**src/rtl/aurora_tx_frame_arbiter.sv**
```systemverilog
// Frame-locked round-robin arbiter that shares one Aurora TX FIFO among SRC_CNT AXI-S
// sources, forwarding the granted frame through a 2-entry registered skid stage.
module aurora_tx_frame_arbiter #(
    parameter int  DATA_W  = 8,
    parameter int  KEEP_W  = DATA_W / 8,
    parameter int  SRC_CNT = 4,
    localparam int SEL_W   = $clog2(SRC_CNT)
) (
    input  logic                      clk,
    input  logic                      rst,
    input  logic                      fifo_ready,
    input  logic [SRC_CNT*DATA_W-1:0] i_tdata,
    input  logic [SRC_CNT*KEEP_W-1:0] i_tkeep,
    input  logic [SRC_CNT-1:0]        i_tvalid,
    input  logic [SRC_CNT-1:0]        i_tlast,
    output logic [SRC_CNT-1:0]        i_tready,
    output logic [DATA_W-1:0]         o_tdata,
    output logic [KEEP_W-1:0]         o_tkeep,
    output logic                      o_tvalid,
    output logic                      o_tlast,
    input  logic                      o_tready,
    output logic [SEL_W-1:0]          grant_id,
    output logic                      busy
);
    typedef enum logic {IDLE, XFER} state_t;

    localparam logic [SEL_W-1:0] LAST_SRC = SEL_W'(SRC_CNT - 1);

    state_t            state_q, state_d;
    logic [SEL_W-1:0]  grant_q, grant_d;
    logic [SEL_W-1:0]  winner, idx;
    logic              found;
    logic [1:0]        cnt_q, cnt_d;
    logic [DATA_W-1:0] data0_q, data0_d, data1_q, data1_d;
    logic [KEEP_W-1:0] keep0_q, keep0_d, keep1_q, keep1_d;
    logic              last0_q, last0_d, last1_q, last1_d;
    logic [DATA_W-1:0] sel_data;
    logic [KEEP_W-1:0] sel_keep;
    logic              sel_valid, sel_last;
    logic              in_ready, push, pop;

    always_comb begin
        sel_data  = '0;
        sel_keep  = '0;
        sel_valid = 1'b0;
        sel_last  = 1'b0;
        for (int k = 0; k < SRC_CNT; k++) begin
            if (grant_q == SEL_W'(k)) begin
                sel_data  = i_tdata[k*DATA_W +: DATA_W];
                sel_keep  = i_tkeep[k*KEEP_W +: KEEP_W];
                sel_valid = i_tvalid[k];
                sel_last  = i_tlast[k];
            end
        end
    end

    // Search ascends from the source after the last grant; idle sources keep their place.
    always_comb begin
        winner = grant_q;
        idx    = grant_q;
        found  = 1'b0;
        for (int i = 1; i <= SRC_CNT; i++) begin
            idx = SEL_W'((int'(grant_q) + i) % SRC_CNT);
            if (!found && i_tvalid[idx]) begin
                winner = idx;
                found  = 1'b1;
            end
        end
    end

    always_comb begin
        in_ready = (state_q == XFER) && (cnt_q != 2'd2);
        push     = in_ready && sel_valid;
        pop      = (cnt_q != 2'd0) && o_tready;

        i_tready = '0;
        for (int k = 0; k < SRC_CNT; k++) begin
            if (in_ready && (grant_q == SEL_W'(k))) begin
                i_tready[k] = 1'b1;
            end
        end

        state_d = state_q;
        grant_d = grant_q;
        case (state_q)
            IDLE: begin
                if (fifo_ready && found) begin
                    state_d = XFER;
                    grant_d = winner;
                end
            end
            XFER: begin
                if (push && sel_last) begin
                    state_d = IDLE;
                end
            end
            default: state_d = IDLE;
        endcase

        // Entry 0 always holds the word on o_*, so a stalled output never changes.
        cnt_d   = cnt_q;
        data0_d = data0_q;
        keep0_d = keep0_q;
        last0_d = last0_q;
        data1_d = data1_q;
        keep1_d = keep1_q;
        last1_d = last1_q;
        case ({push, pop})
            2'b10: begin
                cnt_d = cnt_q + 2'd1;
                if (cnt_q == 2'd0) begin
                    data0_d = sel_data;
                    keep0_d = sel_keep;
                    last0_d = sel_last;
                end else begin
                    data1_d = sel_data;
                    keep1_d = sel_keep;
                    last1_d = sel_last;
                end
            end
            2'b01: begin
                cnt_d = cnt_q - 2'd1;
                if (cnt_q == 2'd2) begin
                    data0_d = data1_q;
                    keep0_d = keep1_q;
                    last0_d = last1_q;
                end
            end
            2'b11: begin
                data0_d = sel_data;
                keep0_d = sel_keep;
                last0_d = sel_last;
            end
            default: ;
        endcase
    end

    always_ff @(posedge clk or posedge rst) begin
        if (rst) begin
            state_q <= IDLE;
            grant_q <= LAST_SRC;
            cnt_q   <= 2'd0;
            data0_q <= '0;
            keep0_q <= '0;
            last0_q <= 1'b0;
            data1_q <= '0;
            keep1_q <= '0;
            last1_q <= 1'b0;
        end else begin
            state_q <= state_d;
            grant_q <= grant_d;
            cnt_q   <= cnt_d;
            data0_q <= data0_d;
            keep0_q <= keep0_d;
            last0_q <= last0_d;
            data1_q <= data1_d;
            keep1_q <= keep1_d;
            last1_q <= last1_d;
        end
    end

    assign o_tvalid = (cnt_q != 2'd0);
    assign o_tdata  = data0_q;
    assign o_tkeep  = keep0_q;
    assign o_tlast  = last0_q;
    assign grant_id = grant_q;
    assign busy     = (state_q == XFER);

endmodule
```
**config.mk**
```make
export PLATFORM = sky130hd
export DESIGN_NAME = aurora_tx_frame_arbiter
export DESIGN_NICKNAME = d
export VERILOG_FILES = /design/src/rtl/aurora_tx_frame_arbiter.sv
export SDC_FILE = /design/constraint.sdc
export NUM_CORES = 1
export LEC_CHECK = 0
export BUFFER_PORTS_ARGS = -buffer_cell sky130_fd_sc_hd__buf_2
export CAP_MARGIN = 20
export CORE_MARGIN = 2
export CORE_UTILIZATION = 49
export CTS_CLUSTER_SIZE = 24
export DETAILED_ROUTE_END_ITERATION = 10
export GPL_TIMING_DRIVEN = 0
export PLACE_DENSITY = 0.88
export SETUP_SLACK_MARGIN = 0.02
export SLEW_MARGIN = 25
export SYNTH_ARGS = -nofsm -noshare
export SYNTH_HDL_FRONTEND = slang
export SYNTH_SLANG_ARGS = --single-unit
```
**constraint.sdc**
```tcl
create_clock -name clk -period 3.9 [get_ports clk]
set_clock_uncertainty 0.15 [all_clocks]
set_input_delay 0.39 -clock clk [delete_from_list [all_inputs] [get_ports clk]]
set_output_delay 0.39 -clock clk [all_outputs]
set_load 0.01 [all_outputs]
```
Word-level counts from Yosys, hierarchy flattened --
Cells that the tools add are included. W data, S select, Z words.
Word-level totals: output and inout bits 18, logic and storage cells 104, input port bits 48, bits in registers 25
Operators by class: $lt $le $gt $ge 4, add/sub/neg operators 6, multiplexer cells 49, bitwise operators 2, reductions and logical operators 24, equal/unequal tests 10
Operator list (number):
- $mux W8 | 6
- $mux W1 | 30
- $pmux W8 S3 | 1
- $logic_and A1 B1 Y1 | 12
- $lt A2 B3 Y1 const B | 4
- $eq A2 B2 Y1 const B | 5
- $bmux W1 S2 | 4
- $mux W2 | 4
- $add A2 B1 Y2 const B | 3
- $ne A2 B2 Y1 const B | 3
- $pmux W1 S3 | 2
- $reduce_and A3 Y1 | 2
- $add A2 B2 Y2 const B | 2
- $eq A2 B1 Y1 const B | 2
- $logic_not A2 Y1 | 2
- $pmux W2 S2 | 1
- $reduce_bool A2 Y1 | 2
- $reduce_bool A4 Y1 | 1
- $logic_not A1 Y1 | 3
- $reduce_bool A3 Y1 | 1
- $not A1 Y1 | 2
- $pmux W1 S2 | 1
- $reduce_and A2 Y1 | 1
- $sub A2 B1 Y2 const B | 1

Longest topological paths before layout --
word-level depth 16, mapped depth 14, mapped depth without buffers 12

Worst setup path before layout --
No wires, ideal clock.
path type register to register, start register grant_q[0], in the netlist grant_id[0], end register last0_q, in the netlist o_tlast, setup time 121 ps, slack 851 ps, buffers on the path 3, period minus slack after synthesis 3049 ps, data arrival time 2778 ps, required time 3629 ps, stages on the path, launching flop included 13, path through dfstp_2 buf_6 inv_1 ha_1 clkbuf_1 a221oi_1 o21ai_0 ha_1 mux2_2 o22ai_1 nand2b_1 clkbuf_1 a22o_1
On the way: word-level cells in the longest chain between the ends 9, elaborated cells between the ends (all ways) 22, classes of those cells eq/ne (8); mux (10); reduce/logical (4)
Ends and longest elaborated chain:
- start: declaration | RTL line 30 | logic [SEL_W-1:0] grant_q, grant_d;
- start signal: assignment | RTL line 151 | grant_q <= grant_d;
- $logic_not A2 Y1 | RTL line 48 | if (grant_q == SEL_W'(k)) begin
- $mux W1 (4 in series) | RTL line 48
- $logic_and A1 B1 Y1 | RTL line 73 | push = in_ready && sel_valid;
- $eq A2 B1 Y1 or $eq A2 B2 Y1 (tied branches) | RTL line 108 | case ({push, pop})
- $ne A2 B2 Y1 (no line) or $reduce_bool A3 Y1 (tied branches)
- $reduce_and A3 Y1 (no line)
- end signal: assignment | RTL line 155 | last0_q <= last0_d;
- end: declaration | RTL line 36 | logic last0_q, last0_d, last1_q, last1_d;
Parallel ways exist; a longest one is shown, timed or not. The select of a mux whose other input is x is not followed. A chain may end at the register's enable or synchronous reset.

Worst setup path in the final report --
start register grant_q[0], in the netlist grant_id[0], end register data0_q[1], in the netlist o_tdata[1]
On the way: word-level cells in the longest chain between the ends 9, elaborated cells between the ends (all ways) 22, classes of those cells eq/ne (8); mux (10); reduce/logical (4)
Ends and longest elaborated chain:
- $logic_not A2 Y1 | RTL line 48
- $mux W1 (4 in series) | RTL line 48
- $logic_and A1 B1 Y1 | RTL line 73
- $eq A2 B1 Y1 or $eq A2 B2 Y1 (tied branches) | RTL line 108
- $ne A2 B2 Y1 (no line) or $reduce_bool A3 Y1 (tied branches)
- $reduce_and A3 Y1 (no line)
- end signal: assignment | RTL line 153 | data0_q <= data0_d;
- end: declaration | RTL line 34 | logic [DATA_W-1:0] data0_q, data0_d, data1_q, data1_d;
Parallel ways exist; a longest one is shown, timed or not. The select of a mux whose other input is x is not followed.

==> summary.txt <==
Run status
  – Status: finished, final reports clean

Detailed routing
  – Drt wl/cell: 13.1 um
  – DR vias/cell: 5.47
  – Antenna Nets Post-Route: 0
  – Pre-antenna DRT Iters: 4
  – Detailed-route DRC error count: 0
  – Vias: 1768
  – WL final: 4240 um
  – 1st-iter DRT viols: 80

Final layout
  – ANT cells: 0
  – Fin nets: 333
  – Post-Layout Cell Count: 323
  – Final Util: 63.9%
  – Fill cells: 317
  – Syn-to-layout area delta: 23.1%
  – Most frequent cells in the layout: buf_2 (66), nand2_1 (25), dfrtp_1 (23)
  – Share of cells above drive strength 1: 28.9%
  – Commonest non-fill, non-tap cell in the layout: buf_2

Worst setup path
  – Data arrival time of the worst path: 3.46 ns
  – CP Launch Type: register
  – Crit Path Category: reg -> reg
  – Worst setup EP type: register
  – Req. time, crit path: 3.97 ns
  – CP Max Fanout: 10

Yosys
  – Synth Instances: 208
  – Cell taking the most area after synthesis: dfrtp_1
  – Synth Flop Type: dfrtp_1
  – Area contributors post-synth: dfrtp_1 (32%), nor2b_1 (6.7%), nand2_1 (5.3%)
  – Top-area cell type share of the netlist area: 32.5%
  – Yosys warnings: 0
  – Syn avg cell area: 8.52 um^2
  – Post-synthesis async set-or-reset flop share: 100%
  – Part of the Yosys area used for sequential elements: 35.4%
  – Cell Area, Synth: 1770 um^2
  – Post-synth EDFFs: 0
  – Synth unique cells: 38
  – Register bit total from synthesis: 25
  – Mapped Nets: 263

Timing
  – Period utilization: 87.0%
  – Tightest Pin Transition: 0.895 ns
  – Fin. Hold Viols: 0
  – Slew HR: 40.3%
  – Final Max Tran Viols: 0
  – Max Clock Freq: 295 MHz
  – RSZ-0062 raised after global routing: no
  – Tmin final: 3.39 ns
  – Total negative slack: 0 ns
  – Setup violations, final: 0

Power and ir drop
  – Pleak: 1.05 nW
  – PwrDens: 843 nW/um^2
  – Design Power: 1.84 mW
  – Worst IR Drop VDD: 399 uV

Place
  – Dpl cells: 319
  – Hpwl dp: 3440 um
  – Final GP Congestion: 0.836
  – IO buf count: 65

Clock network
  – CTS buffer count: 3
  – Clk_lat worst skew: 0.31 ns
  – Maximum root-to-sink buffer count: 2
  – Clk slew on worst S/H paths: 0.14 ns
  – Setup bufs post-CTS: 0
  – Clock Tree Root: clkbuf_4
  – Clock Sinks: 25
  – CTS tree: yes
  – # hold bufs at CTS: 0
  – H-tree lvl count: 1

Job
  – Maxcap violations: 0

Hold path
  – Hold Path Class: in -> async

Floorplan
  – # rows: 21
  – Die H: 64.2 um
  – Core footprint: 3420 um^2
  – # IOs: 66
  – Die area: 4120 um^2
  – Initial Util: 51.9%
  – Die width: 64.2 um

Global routing
  – Largest net degree at the start of global routing: 26
  – Initial antenna violation count: 0
  – First-pass GRT wire length: 7250 um
  – Global Route Usage Sum: 21.5%
  – Vias in the first global route: 1600
  – Grt ovf: 0
==> state kept, by name, indices dropped and copies added (netlist names) <==
signal    count
o_tkeep       1
cnt_q         2
data1_q       8
keep1_q       1
last1_q       1
grant_id      2
o_tdata       8
busy          1
o_tlast       1
==> synthesized netlist by cell type, types with 2 or more instances <==
master      n
a2111oi_0   2
a211oi_1    7
a21oi_1    14
a221oi_1    8
a22oi_1     3
and2_1      5
clkbuf_1   12
dfrtp_1    23
dfstp_2     2
ha_1        7
inv_1      12
mux2i_1     5
nand2_1    25
nand2b_1    3
nor2_1      6
nor2b_1    19
nor3_1      9
o21ai_0    15
o22ai_1     2
o31ai_1     9
xnor2_1     2
xor2_1      2
==> metrics by stage <==
stage	hold slack, ns	cell area (um^2)	worst slack (ns)
after floorplan	0.266	1770	0.851
after global placement	0.312	2160	0.589
after detailed placement	0.314	2160	0.502
after CTS	0.125	2180	0.457
after global routing	0.182	2180	0.140
final	0.0934	2180	0.508
==> worst max-delay path, cell delays in order (launching register included) <==
cell and delay (ns):
dfstp_2 0.60, buf_6 0.15, inv_1 0.10, ha_1 0.27, clkbuf_1 0.22, a221oi_1 0.33, o21ai_1 0.19, ha_1 0.29
mux2_2 0.27, o22ai_1 0.12, nand2b_1 0.10, clkbuf_1 0.22, o31ai_1 0.28
==> logic make-up after synthesis <==
| kind of cell | count (synthesis) | share of synthesized area, % |
|---|---|---|
| adder cells (fa/ha/maj) | 7 | 4.94 |
| buffers and inverters | 26 | 6.00 |
| XOR/XNOR | 4 | 1.98 |
| AND/OR/NAND/NOR | 73 | 22.2 |
| flip-flops | 25 | 35.4 |
| multiplexers | 7 | 4.73 |
| AO/OA/AOI/OAI | 66 | 24.7 |
==> path summary, 6_finish.rpt <==
kind / from / end / slack (ns) / cells past startpoint
max in group asynchronous: rst / o_tdata[0]$_DFFE_PP0P_ / 2.96 / 2
hold / removal: rst / last1_q$_DFFE_PP0P_ / 0.09 / 2
setup / recovery: grant_id[0]$_DFFE_PP1P_ / o_tdata[1]$_DFFE_PP0P_ / 0.51 / 12
setup reg to reg: grant_id[0]$_DFFE_PP1P_ / o_tdata[1]$_DFFE_PP0P_ / 0.51 / 12
min in group clk: i_tdata[31] / data1_q[7]$_DFFE_PP0P_ / 0.24 / 3
hold reg to reg: o_tdata[6]$_DFFE_PP0P_ / o_tdata[6]$_DFFE_PP0P_ / 0.34 / 2
==> area by class of cell <==
type | instances | area (um^2) | share of cell area, %
multi-input combinational | 157 | 1040 | 47.6
inverter | 12 | 45.0 | 2.06
timing repair buffer | 65 | 325 | 14.9
tap | 46 | 57.6 | 2.64
clock inverter | 1 | 5.00 | 0.229
buffer | 14 | 61.3 | 2.81
clock buffer | 3 | 22.5 | 1.03
sequential | 25 | 628 | 28.8
==> repair_timing <==
action	in CTS	in global routing
endpoints found under the hold margin	0	0
endpoints found under the setup margin	0	1
resized for setup	0	1
==> report_power, final <==
| group | switching [mW] | internal (mW) |
|---|---|---|
| Combinational | 0.722 | 0.533 |
| Clock | 0.0737 | 0.0383 |
| Sequential | 0.0838 | 0.390 |
| Total | 0.879 | 0.962 |
==> metal layers <==
layer,vias up,wire length [um],track usage (%)
met5,-,0,0
li1,884,-,-
met1,815,1970,30.4
met4,0,16,3.19
met3,2,234,1.94
met2,67,2020,36.8
(Power assumes the default switching activity.)
